[config.mk]
export PLATFORM = sky130hd
export DESIGN_NAME = bcd_convert_scheduler
export DESIGN_NICKNAME = d
export VERILOG_FILES = /design/src/rtl/bcd_pkg.sv /design/src/rtl/bcd_dabble_step.sv /design/src/rtl/bcd_convert_scheduler.sv
export SDC_FILE = /design/constraint.sdc
export NUM_CORES = 1
export LEC_CHECK = 0
export CORE_MARGIN = 4
export CORE_UTILIZATION = 35
export DETAILED_ROUTE_END_ITERATION = 10
export SLEW_MARGIN = 20
export SYNTH_ARGS = -nofsm -noshare
export SYNTH_HDL_FRONTEND = slang
export SYNTH_SLANG_ARGS = --single-unit
[constraint.sdc]
create_clock -name clk -period 1.45 [get_ports clk]
set_clock_uncertainty 0.1 [all_clocks]
set_input_delay 0.29 -clock clk [delete_from_list [all_inputs] [get_ports clk]]
set_output_delay 0.29 -clock clk [all_outputs]
set_load 0.02 [all_outputs]
[src/rtl/bcd_pkg.sv]
// Shared constants and types for the BCD conversion scheduler.
// The optional macro BCD_CLAMP_EN saturates stored results at 12'h099.
package bcd_pkg;

    localparam int unsigned BCD_WIDTH_DEF  = 8;
    localparam int unsigned BCD_DIGITS_DEF = 3;

    typedef enum logic [1:0] {
        BCD_IDLE  = 2'd0,
        BCD_SHIFT = 2'd1,
        BCD_DONE  = 2'd2
    } bcd_state_e;

    localparam logic CLIENT_TIMER = 1'b0;
    localparam logic CLIENT_SCORE = 1'b1;

    localparam logic [3:0]  ADD3_THRESH   = 4'd5;
    localparam logic [11:0] BCD_CLAMP_VAL = 12'h099;

endpackage

[src/rtl/bcd_dabble_step.sv]
// One double-dabble step: add 3 to every BCD nibble >= 5, then shift the
// whole register left by one bit.
module bcd_dabble_step
    import bcd_pkg::*;
#(
    parameter int unsigned WIDTH  = BCD_WIDTH_DEF,
    parameter int unsigned DIGITS = BCD_DIGITS_DEF
) (
    input  logic [DIGITS*4+WIDTH-1:0] i_sr,
    output logic [DIGITS*4+WIDTH-1:0] o_sr
);

    localparam int unsigned SR_W = DIGITS * 4 + WIDTH;

    logic [SR_W-1:0] w_adj;

    always_comb begin
        w_adj = i_sr;
        // A nibble >= 5 tops out at 12 after the add, so no carry leaves it.
        for (int unsigned d = 0; d < DIGITS; d++) begin
            if (i_sr[WIDTH+4*d +: 4] >= ADD3_THRESH) begin
                w_adj[WIDTH+4*d +: 4] = i_sr[WIDTH+4*d +: 4] + 4'd3;
            end
        end
        o_sr = {w_adj[SR_W-2:0], 1'b0};
    end

endmodule

[src/rtl/bcd_convert_scheduler.sv]
// Shared binary-to-BCD engine serving timer and score clients with round-robin
// arbitration. Define BCD_CLAMP_EN to saturate stored results above 99 to 12'h099.
module bcd_convert_scheduler
    import bcd_pkg::*;
#(
    parameter int unsigned WIDTH  = BCD_WIDTH_DEF,
    parameter int unsigned DIGITS = BCD_DIGITS_DEF
) (
    input  logic                  clk,
    input  logic                  rst,
    input  logic                  timer_req,
    input  logic [WIDTH-1:0]      timer_bin,
    output logic                  timer_ack,
    output logic [4*DIGITS-1:0]   timer_bcd,
    input  logic                  score_req,
    input  logic [WIDTH-1:0]      score_bin,
    output logic                  score_ack,
    output logic [4*DIGITS-1:0]   score_bcd,
    output logic                  busy
);

    localparam int unsigned BCD_W = 4 * DIGITS;
    localparam int unsigned SR_W  = BCD_W + WIDTH;
    localparam int unsigned CNT_W = $clog2(WIDTH + 1);

    localparam logic [1:0] IDLE  = BCD_IDLE;
    localparam logic [1:0] SHIFT = BCD_SHIFT;
    localparam logic [1:0] DONE  = BCD_DONE;

    logic [1:0]       r_state;
    logic             r_grant;
    logic             r_last_grant;
    logic [CNT_W-1:0] r_cnt;
    logic [SR_W-1:0]  r_sr;
    logic [BCD_W-1:0] r_timer_bcd;
    logic [BCD_W-1:0] r_score_bcd;
`ifdef BCD_CLAMP_EN
    logic [WIDTH-1:0] r_bin;
`endif

    logic             w_pick;
    logic [WIDTH-1:0] w_bin_sel;
    logic [SR_W-1:0]  w_sr_next;
    logic [BCD_W-1:0] w_bcd_store;
    logic             w_last_step;

    bcd_dabble_step #(
        .WIDTH  (WIDTH),
        .DIGITS (DIGITS)
    ) u_step (
        .i_sr (r_sr),
        .o_sr (w_sr_next)
    );

    always_comb begin
        w_pick = CLIENT_SCORE;
        if (timer_req && score_req) begin
            w_pick = (r_last_grant == CLIENT_TIMER) ? CLIENT_SCORE : CLIENT_TIMER;
        end else if (timer_req) begin
            w_pick = CLIENT_TIMER;
        end
        w_bin_sel = (w_pick == CLIENT_TIMER) ? timer_bin : score_bin;
    end

    assign w_last_step = (r_cnt == CNT_W'(WIDTH - 1));

    always_comb begin
        w_bcd_store = w_sr_next[SR_W-1 -: BCD_W];
`ifdef BCD_CLAMP_EN
        if (32'(r_bin) > 32'd99) begin
            w_bcd_store = BCD_W'(BCD_CLAMP_VAL);
        end
`endif
    end

    always_ff @(posedge clk) begin
        if (rst) begin
            r_state      <= IDLE;
            r_grant      <= CLIENT_TIMER;
            r_last_grant <= CLIENT_SCORE;
            r_cnt        <= '0;
            r_sr         <= '0;
            r_timer_bcd  <= '0;
            r_score_bcd  <= '0;
`ifdef BCD_CLAMP_EN
            r_bin        <= '0;
`endif
        end else begin
            case (r_state)
                IDLE: begin
                    if (timer_req || score_req) begin
                        r_grant      <= w_pick;
                        r_last_grant <= w_pick;
                        r_sr         <= {{BCD_W{1'b0}}, w_bin_sel};
                        r_cnt        <= '0;
                        r_state      <= SHIFT;
`ifdef BCD_CLAMP_EN
                        r_bin        <= w_bin_sel;
`endif
                    end
                end
                SHIFT: begin
                    r_sr  <= w_sr_next;
                    r_cnt <= r_cnt + 1'b1;
                    if (w_last_step) begin
                        if (r_grant == CLIENT_TIMER) begin
                            r_timer_bcd <= w_bcd_store;
                        end else begin
                            r_score_bcd <= w_bcd_store;
                        end
                        r_state <= DONE;
                    end
                end
                DONE: begin
                    r_state <= IDLE;
                end
                default: begin
                    r_state <= IDLE;
                end
            endcase
        end
    end

    // Acks are decoded from state and the registered grant only.
    assign timer_ack = (r_state == DONE) && (r_grant == CLIENT_TIMER);
    assign score_ack = (r_state == DONE) && (r_grant == CLIENT_SCORE);
    assign busy      = (r_state != IDLE);
    assign timer_bcd = r_timer_bcd;
    assign score_bcd = r_score_bcd;

endmodule

After elaboration in Yosys (flattened, before gate mapping). Cells that the tools add are included.

Add/subtract/negate cells: 4. $lt $le $gt $ge: 3. Equality and inequality tests: 5. Muxes and demuxes: 14. Bitwise gates (word level): 1. Reduce and logical (&&, ||, !) cells: 12.

Operator list (number): one-hot mux 20 bit (2 select lines) (1); two-way mux 20 bit (1); >= comparator 4 x 3 -> 1 bit, second input constant (3); two-way mux 4 bit (3); adder 4 x 2 -> 4 bit, second input constant (2); two-way mux 8 bit (1); one-hot mux 4 bit (2 select lines) (1); AND reduction 2 bit (3); AND reduction 3 bit (2); adder 4 x 1 -> 4 bit, second input constant (1); equality test 4 x 3 -> 1 bit, second input constant (1); two-way mux 2 bit (2); inequality test 2 bit, second input constant (2); one-hot mux 2 bit (2 select lines) (1); nonzero test 2 bit (2); adder 3 x 2 -> 3 bit, second input constant (1); logical AND 1 bit (3); two-way mux 1 bit (3); two-way mux 3 bit (1); equality test 2 x 1 -> 1 bit, second input constant (1); equality test 2 bit, second input constant (1); logical NOT 2 bit (1); logical OR 1 bit (1); NOT 1 bit (1).

Flip-flop bits (word level): 52. Input port bits: 20. Output and inout port bits: 27. Logic and storage cells: 46.

Longest topological paths before layout. Gate-level depths: netlist of the first run.

Word-level depth: 5. Depth in mapped cells: 6. Mapped depth without buffers: 6.

By module. Synthesis of the first run repeated with hierarchy kept, for this count alone.

Cell total of the unflattened synthesis: 302. Area, all modules: 2423.6 um2.

Modules (own cells, without submodules): bcd_convert_scheduler (instances 1, cells each 248, area an instance 2068.2 um2, seq. area each 1041.0 um2); bcd_dabble_step (instances 1, cells each 54, area an instance 355.3 um2, seq. area each 0.0 um2).

Least setup slack after synthesis of the first run. Ideal clock, no wire load.

Kind: flip-flop to flip-flop. From: register r_cnt[0]. To: register r_score_bcd[10] (netlist: score_bcd[10]). Library setup time: 0.126 ns. Arrival: 1.379 ns. Required time: 1.224 ns. Path slack: -0.155 ns. Cell stages (with the launch flop): 6. Path buffers: 1. Clock period less this slack: 1.605 ns. Path through: dfxtp_1 -> ha_1 -> nand4b_4 -> nor3b_4 -> buf_2 -> o22ai_1.

Word-level cells in the longest chain between the ends: 2.

RTL lines: start: declaration (RTL line bcd_convert_scheduler.sv:33) `logic [CNT_W-1:0] r_cnt;`; start signal: assignment (RTL line bcd_convert_scheduler.sv:104) `r_cnt <= r_cnt + 1'b1;`; equality test 4 x 3 -> 1 bit (RTL line bcd_convert_scheduler.sv:65) `assign w_last_step = (r_cnt == CNT_W'(WIDTH - 1));`; AND reduction 3 bit (no line); end signal: assignment (RTL line bcd_convert_scheduler.sv:109) `r_score_bcd <= w_bcd_store;`; end: declaration (RTL line bcd_convert_scheduler.sv:36) `logic [BCD_W-1:0] r_score_bcd;`.

No other way between the ends. A chain may end at the register's enable or synchronous reset.

Worst setup path after layout of the first run.
From: register r_sr[9]. To: register r_score_bcd[2] (netlist: score_bcd[2]).

Word-level cells in the longest chain between the ends: 2. Elaborated cells on any way between the ends: 3. Those cells by class: add/sub: 1; order compare: 1; mux: 1.

RTL lines: start: declaration (RTL line bcd_convert_scheduler.sv:34) `logic [SR_W-1:0] r_sr;`; start signal: assignment (RTL line bcd_convert_scheduler.sv:94) `r_sr <= {{BCD_W{1'b0}}, w_bin_sel};`; start signal: assignment (RTL line bcd_convert_scheduler.sv:103) `r_sr <= w_sr_next;`; adder 4 x 2 -> 4 bit / >= comparator 4 x 3 -> 1 bit (equally long branches) (RTL line bcd_dabble_step.sv:22, bcd_dabble_step.sv:21); two-way mux 4 bit (*) (RTL line bcd_dabble_step.sv:21) `if (i_sr[WIDTH+4*d +: 4] >= ADD3_THRESH) begin`.

Mark *: on every way between the ends. The rest lies on a longest branch, timed or not.

==> results of run 1 <==
==> cell usage in the layout, fill, tap and decap left out, types with 3 or more instances in the layout <==
| cell | n |
|---|---|
| a211oi_1 | 5 |
| a21oi_1 | 10 |
| a21oi_4 | 3 |
| a221o_1 | 3 |
| a22oi_2 | 7 |
| buf_4 | 36 |
| buf_6 | 24 |
| clkbuf_8 | 7 |
| clkdlybuf4s50_1 | 17 |
| dfxtp_1 | 40 |
| dfxtp_2 | 11 |
| dlygate4sd2_1 | 25 |
| ha_4 | 7 |
| inv_2 | 3 |
| inv_4 | 3 |
| mux2_4 | 3 |
| mux2i_1 | 11 |
| nand2_1 | 13 |
| nand2_4 | 4 |
| nand2b_4 | 3 |
| nor2_1 | 10 |
| nor2_2 | 3 |
| nor3b_2 | 5 |
| o21ai_0 | 5 |
| o21ai_1 | 3 |
| o21ai_2 | 3 |
| o22ai_1 | 7 |
| o22ai_2 | 17 |
| o2bb2ai_2 | 3 |
==> power by group through the flow <==
stage               Sequential (mW)  Clock (mW)  Combinational [mW]
floorplan                      1.53           0               0.166
detailed placement             1.53           0               0.349
finish                         1.51       0.909               0.508
global route                   1.52       0.967               0.545
global placement               1.53           0               0.349
CTS                            1.50       0.927               0.412
==> what timing repair did <==
action                                  4_1_cts  5_1_grt
resized for setup                            98       69
setup buffers                                 7        8
endpoints found under the setup margin       71       51
cloned                                        0        1
pin swaps                                    25       24
==> cells by family (layout without fill, tap and decap cells) <==
logic type	after synthesis	count (layout)	synth area share
DFF	52	52	0.4733
xor gates and xnor gates	3	3	0.01195
AOI/OAI and AO/OA	71	71	0.2071
and+or+nand+nor	63	63	0.1638
buffers and inverters	19	121	0.03868
muxes	14	14	0.06542
adders and majority gates	7	7	0.03982
==> final cells by class <==
| class | instances | share of cell area |
|---|---|---|
| clock buffers | 7 | 0.02490 |
| multi-input cells | 158 | 0.4091 |
| well taps | 75 | 0.02426 |
| repair buffers | 106 | 0.2584 |
| flip-flops and latches | 52 | 0.2736 |
| inverters | 8 | 0.009702 |
==> stage by stage <==
step,util,hold WS [ns]
2_1_floorplan,-,0.3327
3_5_place_dp,0.5199,0.3613
4_1_cts,0.5802,0.3745
3_3_place_gp,0.5199,0.3562
6_report,0.6420,0.3825
5_1_grt,0.6420,0.3977
==> per-layer routing <==
metal | vias to the layer above | part of all wire | global-route usage
met1 | 1037 | 0.47 | 0.2414
met2 | 26 | 0.50 | 0.2534
met3 | 5 | 0.020 | 0.02838
li1 | 1047 | - | -
met5 | - | 0 | 0
met4 | 0 | 0.0097 | 0.04184
==> flip-flops by register name (all words and copies together), names as in the netlist <==
name and cells:
timer_bcd 12, r_sr 20, r_cnt 4, r_last_grant 1, score_bcd 12, r_state 2, r_grant 1
==> critical path, delay by kind of cell, from the launching register on <==
| family | cells | cell delay [ns] |
|---|---|---|
| AOI/OAI and AO/OA | 2 | 0.33 |
| adders and majority gates | 1 | 0.14 |
| buffers and inverters | 1 | 0.05 |
| DFF | 1 | 0.36 |
| muxes | 1 | 0.36 |
| and+or+nand+nor | 1 | 0.14 |
==> final timing paths <==
| path | start | endpoint | slack (ns) | depth (start not counted) |
|---|---|---|---|---|
| worst max-delay path | r_sr[9] | score_bcd[2] | -0.10 | 6 |
| worst min-delay path | score_bcd[5] | score_bcd[5] | 0.38 | 2 |
| worst max register to register | r_sr[9] | score_bcd[2] | -0.10 | 6 |
| worst min register to register | score_bcd[5] | score_bcd[5] | 0.38 | 2 |
==> summary.txt, run 1 <==
Power
  • Worst IR Drop VDD: 0.5224 mV
  • Net Sw Power: approximately 0.74 mW
  • Tot Pwr: ~2.9 mW
  • Switching Share: 0.2529
  • Sequential power share: 0.516
  • Clk network pwr share: 0.310
  • Pwr per Cell Area: 756.9 nW/um^2
  • Combinational fraction of design power: 0.174
  • P_int: 2.188 mW
  • Leak Pwr: 1.601 nW

Drt
  • WL/cell: around 16 um
  • Drt pass-1 iters: 4
  • DR vias: roughly 2100
  • DR iter-0 viols: 83
  • Via density: about 5.2
  • Antenna viol nets, final: 0
  • Residual DRC: 0
  • Final WL: about 6600 um

Floorplanning
  • Core area: 6026 um^2
  • Rows: 28
  • Initial Utilization: 0.3650
  • IO Pins: between 40 and 50
  • Die area: 7617 um^2
  • Height of the chip: just under 90 um
  • Die width: a little under 90 um

Clock network
  • CTS Buf Count: 5
  • CTS tree: done
  • # H-tree levels: 2
  • Num Clock Sinks: 52
  • Clock Tree Buf Depth: 2
  • Clk_lat worst skew: 0.31 ns
  • Hold_buf cts: 0
  • Root Buffer: clkbuf_8
  • Clock-pin slew on the worst setup and hold paths: approximately 0.10 ns

Setup path
  • Worst EP required: around 1.6 ns
  • CP cell instances: inv_4 -> ha_4 -> nand2b_4 -> a21oi_4 -> mux2_4 -> o22ai_2
  • Critical path class: flip-flop to flip-flop
  • CP Max Fanout: 3
  • Critical-path top delay cell: dfxtp_2
  • Startpoint types: flip-flop
  • CP arrival: between 1.5 and 2 ns
  • CP Capture Type: flip-flop
  • Crit path largest cell delay: between 0.3 and 0.4 ns

Timing
  • Slew HR: 0.7462
  • Max Slew Vio Count: 0
  • Endpoints failing setup: 34
  • Max Fclk: roughly 640 MHz
  • Final Cycle Share: 1.071
  • Worst-Margin Slew: between 0.3 and 0.4 ns
  • Final hold vios: 0
  • Setup ws final: -0.1033 ns
  • Sum Neg Setup Slack: -1.536 ns
  • Fin crit period: 1.553 ns
  • RSZ-0062 raised after global routing: true

Synthesis
  • Synth Register Bits: 52
  • Syn_nets: 256
  • Most frequent cells after synthesis: 52 x dfxtp_1, 24 x o22ai_1, 19 x nand2_1, 14 x a21oi_1, 14 x nor2_1
  • Leading area contributor after synthesis: dfxtp_1
  • EDFF count, synth: 0
  • Asr flop ratio synth: 0
  • Mapped Cells: 229
  • Seq/Total Area, Yosys: 0.4733
  • Mapped Area: about 2200 um^2
  • Most common cell in the netlist: dfxtp_1
  • Post-synthesis cell type count: 32
  • Top post-synthesis cells by area: dfxtp_1 47%, o22ai_1 6.8%, mux2i_1 5.0%, ha_1 4.0%, nand2_1 3.2%
  • Ys flop type: dfxtp_1
  • Synth warn: 0
  • Top cell type's share of synthesized area: 0.4733
  • Mean post-synth cell area: 9.605 um^2

Status
  • Status: finished with violations
  • Violations in the final reports: negative setup slack

Flow run
  • Reported max-cap violation count: 0

Cells and area
  • Area growth, synth to finish: 75.88%
  • Final Instance Area: around 3900 um^2
  • Filler Cells Inserted: 487
  • Non-filler instance count after layout: ~400
  • Area of the multi-input gates: 1583 um^2
  • Inserted Diodes: 0
  • # nets final: 358
  • Register area: ~1100 um^2
  • Ratio of cells with drive above 1 in the final layout: 0.5015

GRT
  • Tot GR Track Use: 0.1659
  • Vias in the first global route: roughly 2000
  • Initial antenna violation count: 0
  • Global-route wire length before repair: approximately 10000 um
  • Largest net degree at the start of global routing: 20
  • Overflow after GRT: 0

Place
  • IO buf count: 46
  • Placer Congestion: between 0.7 and 0.8
  • DP Worst Slack: -0.4289 ns
  • Post-DP Area: 3133 um^2
  • Dpl hpwl: about 4000 um
  • Placed Cells incl. Taps: between 300 and 400

Min path
  • Worst hold path class: flip-flop to flip-flop
No activity file was read; power rests on OpenSTA's default activity.
==> run 2: changes to the inputs <==
Settings changed: CORE_MARGIN 4 to default.
==> run 2 against run 1 <==
The run still ends with negative setup slack left. Die area shrank 13%. Combinational power shrank 10%. Register-to-register slack lost 0.04 ns. Critical path type unchanged. Largest power group unchanged.
==> summary.txt, run 2 (synthesized netlist as in run 1, its figures left out) <==
Setup path
  • Gate family responsible for the most delay along the worst path: simple AND/OR/NAND/NOR gates
  • CP cell instances: ha_4 -> nand4b_4 -> nor3b_4 -> buf_12 -> buf_6 -> nor2_2 -> a211oi_2
  • CP Max Fanout: 8 (+5)
  • CP Capture Type: flip-flop
  • Crit path largest cell delay: 0.37 ns (about the same)
  • Reg2reg setup slack: -0.15 ns (-0.04 ns)
  • Critical-path top delay cell: dfxtp_2
  • Startpoint types: flip-flop
  • Worst EP required: 1.59 ns (about the same)
  • Critical path class: flip-flop to flip-flop
  • CP arrival: 1.73 ns (+0.04 ns)
  • Worst path buffer plus inverter count: 2 (+1)

Place
  • IO buf count: 46 (unchanged)
  • Placer Congestion: 0.7623 (+5.6%)
  • Placed Cells incl. Taps: 381 (-0.52%)
  • Post-DP Area: 3131 um^2 (about the same)
  • Dpl hpwl: 4156 um (+1.2%)
  • DP Worst Slack: -0.4382 ns (-0.009229 ns)

Floorplanning
  • Rows: 28 (unchanged)
  • Core area: 5991 um^2 (-0.58%)
  • Die area: 6606 um^2 (-13%)
  • Die width: 81.28 um (-6.9%)
  • Height of the chip: 81.28 um (-6.9%)
  • IO Pins: 47 (unchanged)
  • Initial Utilization: 0.3672 (+0.002135)

Cells and area
  • # nets final: 357 (-0.28%)
  • Ratio of cells with drive above 1 in the final layout: 0.5015 (unchanged)
  • Inserted Diodes: 0 (unchanged)
  • Final Instance Area: 3821 um^2 (-1.2%)
  • Non-filler instance count after layout: 406 (unchanged)
  • Number of flip-flops in the largest register: 20 (unchanged)
  • Most frequent cells in the layout: 41 x buf_4, 41 x dfxtp_1, 23 x dlygate4sd2_1, 17 x o22ai_2, 17 x clkdlybuf4s50_1
  • Register area: 1060 um^2 (+0.12%)
  • Area of the multi-input gates: 1587 um^2 (+0.24%)
  • Top reg by flops: r_sr
  • Filler Cells Inserted: 473 (-2.9%)
  • Area growth, synth to finish: 73.72%

Drt
  • WL/cell: 16.39 um (+0.77%)
  • DR vias: 2140 (+1.2%)
  • Via density: 5.271 (+1.2%)
  • DR iter-0 viols: 88 (+6.0%)
  • Final WL: 6656 um (+0.77%)
  • Antenna viol nets, final: 0 (unchanged)
  • Residual DRC: 0 (unchanged)
  • Drt pass-1 iters: 4 (unchanged)

Clock network
  • Num Clock Sinks: 52 (unchanged)
  • Clock-pin slew on the worst setup and hold paths: 0.10 ns (about the same)
  • # H-tree levels: 2 (unchanged)
  • CTS Buf Count: 5 (unchanged)
  • Clock Tree Buf Depth: 2 (unchanged)
  • Clk_lat worst skew: 0.31 ns (about the same)
  • Root Buffer: clkbuf_8
  • Hold_buf cts: 0 (unchanged)
  • CTS tree: done

Flow run
  • Reported max-cap violation count: 0 (unchanged)

Power
  • Worst IR Drop VDD: 0.5724 mV (+9.6%)
  • Leak Pwr: 1.563 nW (-2.3%)
  • Pwr per Cell Area: 741.1 nW/um^2 (-2.1%)

GRT
  • Global-route wire length before repair: 10100 um (+0.62%)
  • Largest net degree at the start of global routing: 20 (unchanged)
  • Tot GR Track Use: 0.2047 (+0.03885)
  • Overflow after GRT: 0 (unchanged)
  • Initial antenna violation count: 0 (unchanged)
  • Vias in the first global route: 2010 (-0.89%)

Timing
  • RSZ-0062 raised after global routing: true
  • Worst-Margin Slew: 0.4372 ns (+0.05795 ns)
  • Max Fclk: 626.4 MHz (-2.7%)
  • Fin crit period: 1.597 ns (+0.04319 ns)
  • Max Slew Vio Count: 0 (unchanged)
  • Final Cycle Share: 1.101 (+0.02979)
  • Endpoints failing setup: 36 (+5.9%)
  • Setup ws final: -0.1465 ns (-0.04319 ns)
  • Final hold vios: 0 (unchanged)
  • Slew HR: 0.7055 (-0.04078)

Status
  • Violations in the final reports: negative setup slack
  • Status: finished with violations

Min path
  • Worst hold path class: flip-flop to flip-flop
[run 2: cell types whose count changed in the layout (fill, tap and decap cells not counted), moves of 3 or more]
cell     delta
buf_6       -8
buf_4       +5
a21oi_1     -3
a22oi_1     +6
a21oi_2     +3
a22oi_2     -6
[run 2: per-stage QoR]
| step | util | power [mW] | hold slack [ns] | TNS, ns |
|---|---|---|---|---|
| 4_1_cts | 0.5919 | 2.766 | 0.3759 | -1.763 |
| 5_1_grt | 0.6378 | 2.954 | 0.3904 | -4.579 |
| 2_1_floorplan | - | 1.698 | 0.3327 | -0.0003103 |
| 3_3_place_gp | 0.5226 | 1.873 | 0.3609 | -10.53 |
| 6_report | 0.6378 | 2.832 | 0.3734 | -1.870 |
| 3_5_place_dp | 0.5226 | 1.877 | 0.3618 | -11.60 |
[run 2: final cells by class]
type / count / area share
Inverter: 8 / 0.009823
Clock inverter: 1 / 0.001965
Sequential cell: 52 / 0.2773
Clock buffer: 7 / 0.02259
Multi-Input combinational cell: 158 / 0.4152
Timing Repair Buffer: 105 / 0.2485
Tap cell: 75 / 0.02456
[run 2: what timing repair did]
item | CTS | global route
gates resized for setup | 109 | 60
cloned | 2 | 2
setup endpoints to repair | 73 | 53
pin swaps | 31 | 22
setup buffers | 7 | 8
[run 2: layer usage]
layer | GRT usage | wire length, um | up-vias
met2 | 0.3167 | 3188 | 50
met3 | 0.03483 | 252 | 4
li1 | - | - | 1052
met1 | 0.2942 | 3154 | 1034
met5 | 0 | 0 | -
met4 | 0.04643 | 60 | 0
[run 2: worst paths after layout]
| kind | depth (start not counted) | endpoint | startpoint |
|---|---|---|---|
| hold reg to reg | 2 | score_bcd[2] | score_bcd[2] |
| setup / recovery | 7 | score_bcd[11] | r_cnt[1] |
| setup reg to reg | 7 | score_bcd[11] | r_cnt[1] |
| hold / removal | 2 | score_bcd[2] | score_bcd[2] |
[run 2: power by group]
group / internal, mW / switching, mW / leakage [nW] / total (mW)
sequential: 1.47 / 0.0355 / 0.427 / 1.50
combinational: 0.245 / 0.210 / 1.09 / 0.456
clock: 0.389 / 0.483 / 0.0445 / 0.872
total: 2.10 / 0.729 / 1.56 / 2.83
[run 2: tightest hold or removal path, delay by kind of cell (launching register included)]
family / cells / cell delay, ns
compound gates: 1 / 0.06
simple gates: 1 / 0.05
flops: 1 / 0.32
